--- src/rtl/led_scan_pkg.sv ---
// Shared types and helpers for the LED row/column scan controller.
package led_scan_pkg;

   // Scan phases: idle (dark, parked at column 0), blank gap, lit dwell.
   typedef enum logic [1:0] {
      S_IDLE  = 2'd0,
      S_BLANK = 2'd1,
      S_ON    = 2'd2
   } scan_state_t;

   // Larger of two integers, used to size the shared phase counter.
   function automatic int max_of(input int a, input int b);
      return (a > b) ? a : b;
   endfunction

endpackage

--- src/rtl/led_scan_timer.sv ---
// Load/decrement down-counter with a zero flag. One instance times both the
// blank and the dwell phase; it is reloaded at every phase change and parks
// at zero rather than wrapping.
module led_scan_timer #(
   parameter int CW = 2
) (
   input  logic          clk,
   input  logic          rst,
   input  logic          load,
   input  logic          dec,
   input  logic [CW-1:0] load_val,
   output logic [CW-1:0] count,
   output logic          zero
);

   logic [CW-1:0] count_q;
   logic [CW-1:0] count_d;

   // Next count: a load wins over a decrement; decrement stops at zero.
   always_comb begin
      count_d = count_q;
      if (load) begin
         count_d = load_val;
      end else if (dec && (count_q != '0)) begin
         count_d = count_q - CW'(1);
      end
   end

   // Counter register with synchronous reset.
   always_ff @(posedge clk) begin
      if (rst) begin
         count_q <= '0;
      end else begin
         count_q <= count_d;
      end
   end

   assign count = count_q;
   assign zero  = (count_q == '0);

endmodule

--- src/rtl/led_scan_controller.sv ---
// Column scan sequencer for the LED driver. Steps x across the grid with a
// dark gap before each lit column and swaps in a new frame only at the frame
// boundary so a displayed frame never tears.
//
// Handshake: a frame moves from cells_in to cells on every cycle where
// cells_valid && cells_ready are both high. cells_ready is a pure decode of
// the current state (high while idle, and in the final lit cycle of the last
// column); it never depends on cells_valid. The producer may hold cells_valid
// and cells_in for as long as it likes and must drop cells_valid after a
// handshake if it does not want the same frame taken again at the next
// boundary.
module led_scan_controller
   import led_scan_pkg::*;
#(
   parameter int N           = 8,
   parameter int DWELL_TICKS = 3,
   parameter int BLANK_TICKS = 1
) (
   input  logic                     clk,
   input  logic                     rst,
   input  logic                     run,
   input  logic [N*N-1:0]           cells_in,
   input  logic                     cells_valid,
   output logic                     cells_ready,
   output logic                     ena,
   output logic [$clog2(N):0]       x,
   output logic [N*N-1:0]           cells,
   output logic                     frame_done,
   output scan_state_t              state_dbg
);

   localparam int XW = $clog2(N) + 1;
   localparam int CW = $clog2(max_of(DWELL_TICKS, BLANK_TICKS) + 1);
   localparam logic [XW-1:0] X_LAST    = XW'(N - 1);
   localparam logic [CW-1:0] BLANK_VAL = CW'(BLANK_TICKS - 1);
   localparam logic [CW-1:0] DWELL_VAL = CW'(DWELL_TICKS - 1);

   // Reject unsupported parameter values at elaboration time.
   if (N < 1 || N > 8) begin : g_bad_n
      $error("led_scan_controller: N must be in 1..8");
   end
   if (DWELL_TICKS < 1) begin : g_bad_dwell
      $error("led_scan_controller: DWELL_TICKS must be >= 1");
   end
   if (BLANK_TICKS < 1) begin : g_bad_blank
      $error("led_scan_controller: BLANK_TICKS must be >= 1");
   end

   scan_state_t     state_q, state_d;
   logic            ena_q, ena_d;
   logic [XW-1:0]   x_q, x_d;
   logic [N*N-1:0]  cells_q, cells_d;
   logic            frame_done_q, frame_done_d;

   logic            tmr_load;
   logic            tmr_dec;
   logic [CW-1:0]   tmr_val;
   logic [CW-1:0]   tmr_count;
   logic            tmr_zero;
   logic            at_boundary;
   logic            xfer;

   led_scan_timer #(
      .CW (CW)
   ) u_timer (
      .clk      (clk),
      .rst      (rst),
      .load     (tmr_load),
      .dec      (tmr_dec),
      .load_val (tmr_val),
      .count    (tmr_count),
      .zero     (tmr_zero)
   );

   // Frame boundary: the very last lit cycle of the last column.
   assign at_boundary = (state_q == S_ON) && tmr_zero && (x_q == X_LAST);
   assign cells_ready = (state_q == S_IDLE) || at_boundary;
   assign xfer        = cells_valid && cells_ready;

   // Next-state and registered-output logic. x only moves on transitions
   // that also take ena low, so a column change is never lit.
   always_comb begin
      state_d      = state_q;
      ena_d        = ena_q;
      x_d          = x_q;
      frame_done_d = 1'b0;
      tmr_load     = 1'b0;
      tmr_dec      = 1'b0;
      tmr_val      = '0;
      cells_d      = xfer ? cells_in : cells_q;

      case (state_q)
         S_IDLE: begin
            ena_d    = 1'b0;
            x_d      = '0;
            tmr_load = 1'b1;
            if (run) begin
               state_d = S_BLANK;
               tmr_val = BLANK_VAL;
            end
         end
         S_BLANK: begin
            ena_d   = 1'b0;
            tmr_dec = 1'b1;
            if (tmr_zero) begin
               state_d  = S_ON;
               ena_d    = 1'b1;
               tmr_load = 1'b1;
               tmr_val  = DWELL_VAL;
            end
         end
         S_ON: begin
            ena_d   = 1'b1;
            tmr_dec = 1'b1;
            if (tmr_zero) begin
               state_d  = S_BLANK;
               ena_d    = 1'b0;
               tmr_load = 1'b1;
               tmr_val  = BLANK_VAL;
               if (x_q == X_LAST) begin
                  x_d          = '0;
                  frame_done_d = 1'b1;
               end else begin
                  x_d = x_q + XW'(1);
               end
            end
         end
         default: begin
            state_d  = S_IDLE;
            ena_d    = 1'b0;
            x_d      = '0;
            tmr_load = 1'b1;
         end
      endcase

      // Stopping overrides everything: go dark, park at column 0, clear timer.
      if (!run) begin
         state_d      = S_IDLE;
         ena_d        = 1'b0;
         x_d          = '0;
         frame_done_d = 1'b0;
         tmr_load     = 1'b1;
         tmr_dec      = 1'b0;
         tmr_val      = '0;
      end
   end

   // State, column, enable, frame buffer and pulse registers.
   always_ff @(posedge clk) begin
      if (rst) begin
         state_q      <= S_IDLE;
         ena_q        <= 1'b0;
         x_q          <= '0;
         cells_q      <= '0;
         frame_done_q <= 1'b0;
      end else begin
         state_q      <= state_d;
         ena_q        <= ena_d;
         x_q          <= x_d;
         cells_q      <= cells_d;
         frame_done_q <= frame_done_d;
      end
   end

   assign ena        = ena_q;
   assign x          = x_q;
   assign cells      = cells_q;
   assign frame_done = frame_done_q;
   assign state_dbg  = state_q;

endmodule
--- config.mk ---
export PLATFORM = sky130hd
export DESIGN_NAME = led_scan_controller
export DESIGN_NICKNAME = d
export VERILOG_FILES = /design/src/rtl/led_scan_pkg.sv /design/src/rtl/led_scan_timer.sv /design/src/rtl/led_scan_controller.sv
export SDC_FILE = /design/constraint.sdc
export NUM_CORES = 1
export LEC_CHECK = 0
export ABC_AREA = 0
export CELL_PAD_IN_SITES_DETAIL_PLACEMENT = 1
export CELL_PAD_IN_SITES_GLOBAL_PLACEMENT = 1
export CORE_MARGIN = 3
export CORE_UTILIZATION = 34
export DETAILED_ROUTE_END_ITERATION = 8
export GPL_TIMING_DRIVEN = 0
export PLACE_DENSITY = 0.87
export REMOVE_ABC_BUFFERS = 1
export SETUP_SLACK_MARGIN = 0.15
export SLEW_MARGIN = 20
export SYNTH_ARGS = -nofsm -noshare
export SYNTH_HDL_FRONTEND = slang
export SYNTH_SLANG_ARGS = --single-unit
--- constraint.sdc ---
create_clock -name clk -period 3.68 [get_ports clk]
set_clock_uncertainty 0.05 [all_clocks]
set_input_delay 0.736 -clock clk [delete_from_list [all_inputs] [get_ports clk]]
set_output_delay 0.736 -clock clk [all_outputs]
set_load 0.02 [all_outputs]
==> results by group, run 1 <==
Outcome
  • Outcome: complete, no violations

STA
  • Min Hold Slack: 0.389 ns
  • RSZ-0062 raised after global routing: no
  • Fin crit share: 79.0%
  • Post-route worst setup slack: 0.771 ns
  • Min Clock Period, post-route: 2.91 ns
  • Setup TNS: 0 ns
  • Slew Limit Fails: 0
  • Max Fclk: 0.344 GHz
  • Setup Viol. Count Final: 0
  • Slew at the pin closest to its max-slew limit: 0.824 ns
  • Final count of hold timing violations: 0
  • Slew headroom: 45.1%

Logic synthesis
  • FFs w/ async S/R, synth: 0%
  • Synth Cell Area: 3460 um^2
  • Seq cells post-synth: 74
  • Ys Warns: 0
  • Primary FF master, synth: dfxtp_1
  • Cells after Synth: 342
  • Mapped Avg Cell Area: 10.1 um^2
  • Yosys cell types: 28
  • Seq/Total Area, Yosys: 42.8%
  • Number of synthesized flops with an enable pin: 0

Run
  • Max-Cap Viols: 0

Critical path
  • Critical path type: register to output pin
  • CP max FO: 9
  • WP data arrival: 2.12 ns
  • Critical Path End Type: output pin
  • Setup crit start kind: register
  • Worst EP required: 2.89 ns

CTS
  • Clk buf depth: 2
  • Reg clk slew, reported paths: 0.08 ns
  • CTS Sinks: 74
  • Post-CTS resize count: 0
  • Root buffer cell: clkbuf_8
  • Skew-Pair Late Insertion Delay: 0.35 ns
  • Clock tree from TritonCTS: done
  • Num CTS Buffers: 9
  • Cts hold-fix bufs: 0
  • Htree depth: 3
  • Post-CTS Repair Setup Buffers: 0

Final layout
  • Ant. Diodes: 0
  • Fraction of layout cells with a size suffix above 1: 5.00%
  • Post-layout net count: 551
  • Most frequent cells in the layout: clkdlybuf4s50_1 (139), nand2b_1 (131), dfxtp_1 (74)
  • Commonest non-fill, non-tap cell in the layout: clkdlybuf4s50_1
  • Layout area overhead: 51.1%

Place
  • Pre-CTS WS: 0.693 ns
  • Routability cong.: 0.742
  • Number of buffers added on ports: 140
  • HPWL after DPL: 6710 um

Global routing
  • GRT Overall Usage: 16.2%
  • Global-route wire length before repair: 14700 um
  • Vias in the first global route: 3008
  • Largest net degree at the start of global routing: 83
  • Overflow after GRT: 0
  • Antenna violations before repair: 0

Routing
  • Drt drc: 0
  • WL/cell: 14.9 um
  • DRT Pass-1 Iters: 4
  • DR vias: 2815
  • Initial DRC count: 89
  • Vias per inst: 4.59
  • Post-Route WL: 9120 um
  • Final ANT Viol Nets: 0

Power and ir drop
  • Maximum VDD drop: 0.151 mV
  • Power Dens Cells: 395 nW/um^2
  • Leak: 2.13 nW
  • Total power after layout: 2.07 mW

Worst hold path
  • HP Class: register to register

Floorplan
  • Core Footprint: 9820 um^2
  • Initial Util: 35.3%
  • Full die area: 11400 um^2
  • FP Rows: 36
  • Die Span Y: 107 um
  • # IOs: 141
  • Die width: 107 um
-- report_power, final --
part           internal, mW  switching [mW]  total, mW
combinational         0.241           0.183      0.425
clock                 0.447           0.314      0.761
sequential            0.852          0.0275      0.879
total                  1.54           0.525       2.07
-- kinds of logic after synthesis --
group | after synthesis | synth area share (%)
and+or+nand+nor | 153 | 28.0
DFF | 74 | 42.8
muxes | 65 | 18.8
buffers and inverters | 27 | 5.20
AOI/OAI and AO/OA | 15 | 2.42
adders and majority gates | 8 | 2.89
-- layer usage --
| metal | up-vias | GRT usage, % | wire length [um] |
|---|---|---|---|
| met3 | 10 | 4.09 | 543 |
| met2 | 88 | 29.0 | 4630 |
| met1 | 1331 | 18.3 | 3800 |
| met4 | 0 | 6.85 | 147 |
| met5 | - | 0 | 0 |
| li1 | 1386 | - | - |
-- worst paths after layout --
check,startpoint,endpoint,cells after the start,slack [ns]
min,u_timer.count[0],u_timer.count[0],1,0.39
max reg2reg,state_dbg[0],cells[25],6,1.27
min reg2reg,u_timer.count[0],u_timer.count[0],1,0.39
max,state_dbg[0],cells_ready,5,0.77
-- cells in the mapped netlist, types with 2 or more instances --
library cell    n  area [um^2]
inv_1           4         15.0
nor2_1          4         15.0
ha_1            8          100
nand3b_1        3         22.5
dfxtp_1        74         1480
nand4b_1        2         17.5
nor2b_1         2         12.5
clkbuf_1       15         56.3
mux2i_1        65          651
nand2b_1      131          820
a31oi_1         2         12.5
nor3b_1         2         15.0
o21ai_0         6         30.0
a21oi_1         5         25.0
buf_8           6         90.1
-- sequential cells by signal, summed over array words and instances (netlist names) --
name           flops
cells             64
x                  4
state_dbg          2
u_timer.count      2
ena                1
frame_done         1
-- metrics by stage --
step | instances | util [%] | area [um^2]
2_1_floorplan | 319 | - | 3300
3_3_place_gp | 592 | 49.6 | 4870
3_5_place_dp | 597 | 50.9 | 5000
4_1_cts | 613 | 53.3 | 5230
5_1_grt | 613 | 53.3 | 5230
6_report | 613 | 53.3 | 5230
-- critical path: stages (launching register included) --
cell,delay (ns)
dfxtp_1,0.37
inv_1,0.10
ha_1,0.39
nand4_1,0.19
nand2b_1,0.12
clkdlybuf4s50_1,0.60
-- area by class of cell --
| type | instances | area [um^2] |
|---|---|---|
| clock buffers | 10 | 128 |
| clock inverters | 6 | 105 |
| fillers | 1114 | 4590 |
| inverters | 4 | 15.0 |
| multi-input cells | 241 | 1820 |
| flip-flops and latches | 74 | 1480 |
| well taps | 133 | 166 |
| repair buffers | 145 | 1520 |
Power figures use the tool's default switching activity.
==> run 2: changes to the inputs <==
--- a/config.mk
+++ b/config.mk
@@ -9,10 +9,10 @@
 export CELL_PAD_IN_SITES_DETAIL_PLACEMENT = 1
 export CELL_PAD_IN_SITES_GLOBAL_PLACEMENT = 1
 export CORE_MARGIN = 3
-export CORE_UTILIZATION = 34
+export CORE_UTILIZATION = 29
 export DETAILED_ROUTE_END_ITERATION = 8
 export GPL_TIMING_DRIVEN = 0
-export PLACE_DENSITY = 0.87
+export PLACE_DENSITY = 0.79
 export REMOVE_ABC_BUFFERS = 1
 export SETUP_SLACK_MARGIN = 0.15
 export SLEW_MARGIN = 20
==> constraint.sdc (replaced) <==
create_clock -name clk -period 2.66 [get_ports clk]
set_clock_uncertainty 0.05 [all_clocks]
set_input_delay 0.532 -clock clk [delete_from_list [all_inputs] [get_ports clk]]
set_output_delay 0.532 -clock clk [all_outputs]
set_load 0.02 [all_outputs]
==> run 2 against run 1 <==
First-iteration DRC count down 28%. Global-route usage down 2.4 points. Sequential share of layout area down 0.71 points. Die area up 16%. Largest power group is now the clock network.
==> results by group, run 2 (same netlist as run 1, synthesis figures left out) <==
Critical path
  • FF-to-FF path depth: 8 (+2)
  • RR Endpoint: cells[33]
  • Launch point of the worst reg-to-reg path: u_timer.count[0]
  • Reg-to-reg slack, setup: 0.39 ns (-0.88 ns)
  • WP data arrival: 2.50 ns (+0.38 ns)
  • CP max FO: 16 (+7)
  • Critical Path End Type: register
  • Worst EP required: 2.87 ns (-0.02 ns)
  • Setup crit start kind: input pin
  • Critical path type: input pin to register

Floorplan
  • Die Span Y: 115 um (+7.8%)
  • Die width: 115 um (+7.8%)
  • FP Rows: 39 (+8.3%)
  • Initial Util: 30.0% (-5.3 points)
  • Full die area: 13300 um^2 (+16%)
  • Core Footprint: 11600 um^2 (+18%)
  • # IOs: 141 (unchanged)

Final layout
  • Non-filler instance count after layout: 624 (+1.8%)
  • Post-layout net count: 552 (+0.18%)
  • Layout Utilization: 46.4% (-6.9 points)
  • Most frequent cells in the layout: clkdlybuf4s50_1 (138), nand2b_1 (131), dfxtp_1 (74)
  • Post-route cell area: 5370 um^2 (+2.6%)
  • Fraction of layout cells with a size suffix above 1: 5.61% (+0.61 points)
  • Max reg flops: 64 (unchanged)
  • Ant. Diodes: 0 (unchanged)
  • Commonest non-fill, non-tap cell in the layout: clkdlybuf4s50_1
  • Layout area overhead: 54.9%

Power and ir drop
  • Power Dens Cells: 567 nW/um^2 (+44%)
  • Total power after layout: 3.04 mW (+47%)
  • Maximum VDD drop: 0.337 mV (+120%)
  • Leak: 2.17 nW (+2.1%)

STA
  • Slew headroom: 68.3% (+23 points)
  • Final count of hold timing violations: 0 (unchanged)
  • Slew Limit Fails: 0 (unchanged)
  • Min Clock Period, post-route: 2.29 ns
  • Fin crit share: 86.0%
  • RSZ-0062 raised after global routing: no
  • Setup TNS: 0 ns (unchanged)
  • Slew at the pin closest to its max-slew limit: 0.475 ns (-0.349 ns)
  • Max Fclk: 0.437 GHz
  • Setup Viol. Count Final: 0 (unchanged)

Worst hold path
  • Hold depth: 1 (unchanged)
  • HP Class: register to register
  • Hold Path End: u_timer.count[0]
  • Worst hold start: u_timer.count[0]

Routing
  • Initial DRC count: 64 (-28%)
  • WL/cell: 14.4 um (-2.9%)
  • Vias per inst: 4.49 (-2.3%)
  • Post-Route WL: 9010 um (-1.2%)
  • Final ANT Viol Nets: 0 (unchanged)
  • Drt drc: 0 (unchanged)
  • DRT Pass-1 Iters: 3 (-1)
  • DR vias: 2799 (-0.57%)

Global routing
  • Overflow after GRT: 0 (unchanged)
  • GRT Overall Usage: 13.8% (-2.4 points)
  • Largest net degree at the start of global routing: 74 (-11%)
  • Global-route wire length before repair: 14500 um (-1.6%)
  • Vias in the first global route: 3015 (+0.23%)
  • Antenna violations before repair: 0 (unchanged)

CTS
  • Root buffer cell: clkbuf_16
  • Cts hold-fix bufs: 0 (unchanged)
  • CTS Sinks: 74 (unchanged)
  • Clock tree from TritonCTS: done
  • Reg clk slew, reported paths: 0.06 ns (-0.02 ns)
  • Clk buf depth: 2 (unchanged)
  • Num CTS Buffers: 9 (unchanged)
  • Htree depth: 3 (unchanged)
  • Skew-Pair Late Insertion Delay: 0.33 ns (-0.02 ns)

Place
  • Number of buffers added on ports: 140 (unchanged)
  • DP Area: 5050 um^2 (+1.1%)
  • Routability cong.: 0.688 (-7.3%)
  • HPWL after DPL: 6710 um (about the same)
  • Placed Cells: 608 (+1.8%)

Outcome
  • Outcome: complete, no violations

Run
  • Max-Cap Viols: 0 (unchanged)
run 2: changes by cell type in the layout (fill, tap and decap cells not counted), sizes merged:
cell / delta
clkinv: +1
dlygate4sd2: +1
buf: +1
bufinv: -2
inv: +1
clkbuf: -1
clkinvlp: +1
clkdlybuf4s50: -1
run 2: cell type report:
cell class / instances / area [um^2]
clock buffer: 9 / 225
clock inverter: 7 / 77.6
fill: 1281 / 6200
inverter: 4 / 15.0
multi-input combinational: 241 / 1830
sequential: 74 / 1480
tap: 143 / 179
timing repair buffer: 146 / 1560
run 2: how the worst max path moves through the flow:
stage,startpoint,to
floorplan,state_dbg[0],cells[0]
global placement,state_dbg[0],cells[24]
detailed placement,cells_valid,cells[55]
CTS,cells_valid,cells[55]
global route,u_timer.count[0],cells[43]
finish,cells_valid,cells[33]
run 2: metal layers:
layer	vias up	part of all wire, %	GRT usage (%)
met2	85	50	24.0
met1	1313	42	15.7
met3	12	6.0	3.74
met4	0	2.2	6.57
met5	-	0	0
li1	1389	-	-
run 2: stage by stage:
stage | setup slack, ns | hold WS [ns]
6_report | 0.372 | 0.376
5_1_grt | 0.259 | 0.405
4_1_cts | 0.356 | 0.383
3_5_place_dp | 0.00549 | 0.371
3_3_place_gp | -5.59 | 0.360
2_1_floorplan | -3.73 | 0.350
run 2: timing repair:
| item | CTS | global route |
|---|---|---|
| endpoints found under the setup margin | 1 | 0 |
| resized for setup | 3 | 0 |
| buffers inserted | 0 | 0 |
run 2: power by group:
group / total (mW) / internal [mW] / switching, mW
clock network: 1.23 / 0.732 / 0.496
registers: 1.22 / 1.18 / 0.0375
logic: 0.598 / 0.343 / 0.256
run 2: worst max-delay path, cell delays in order:
cell and delay (ns):
clkdlybuf4s50_1 0.47, and4b_1 0.26, a32oi_4 0.47, buf_16 0.22
buf_16 0.16, buf_16 0.17, mux2i_1 0.20
==> run 3: changes to the inputs <==
--- a/config.mk
+++ b/config.mk
@@ -12,6 +12,7 @@
 export CORE_UTILIZATION = 29
 export DETAILED_ROUTE_END_ITERATION = 8
 export GPL_TIMING_DRIVEN = 0
+export HOLD_SLACK_MARGIN = 0.08
 export PLACE_DENSITY = 0.79
 export REMOVE_ABC_BUFFERS = 1
 export SETUP_SLACK_MARGIN = 0.15
==> results of run 3 <==
The final DEF is identical to that of run 2; final timing and power are the same.
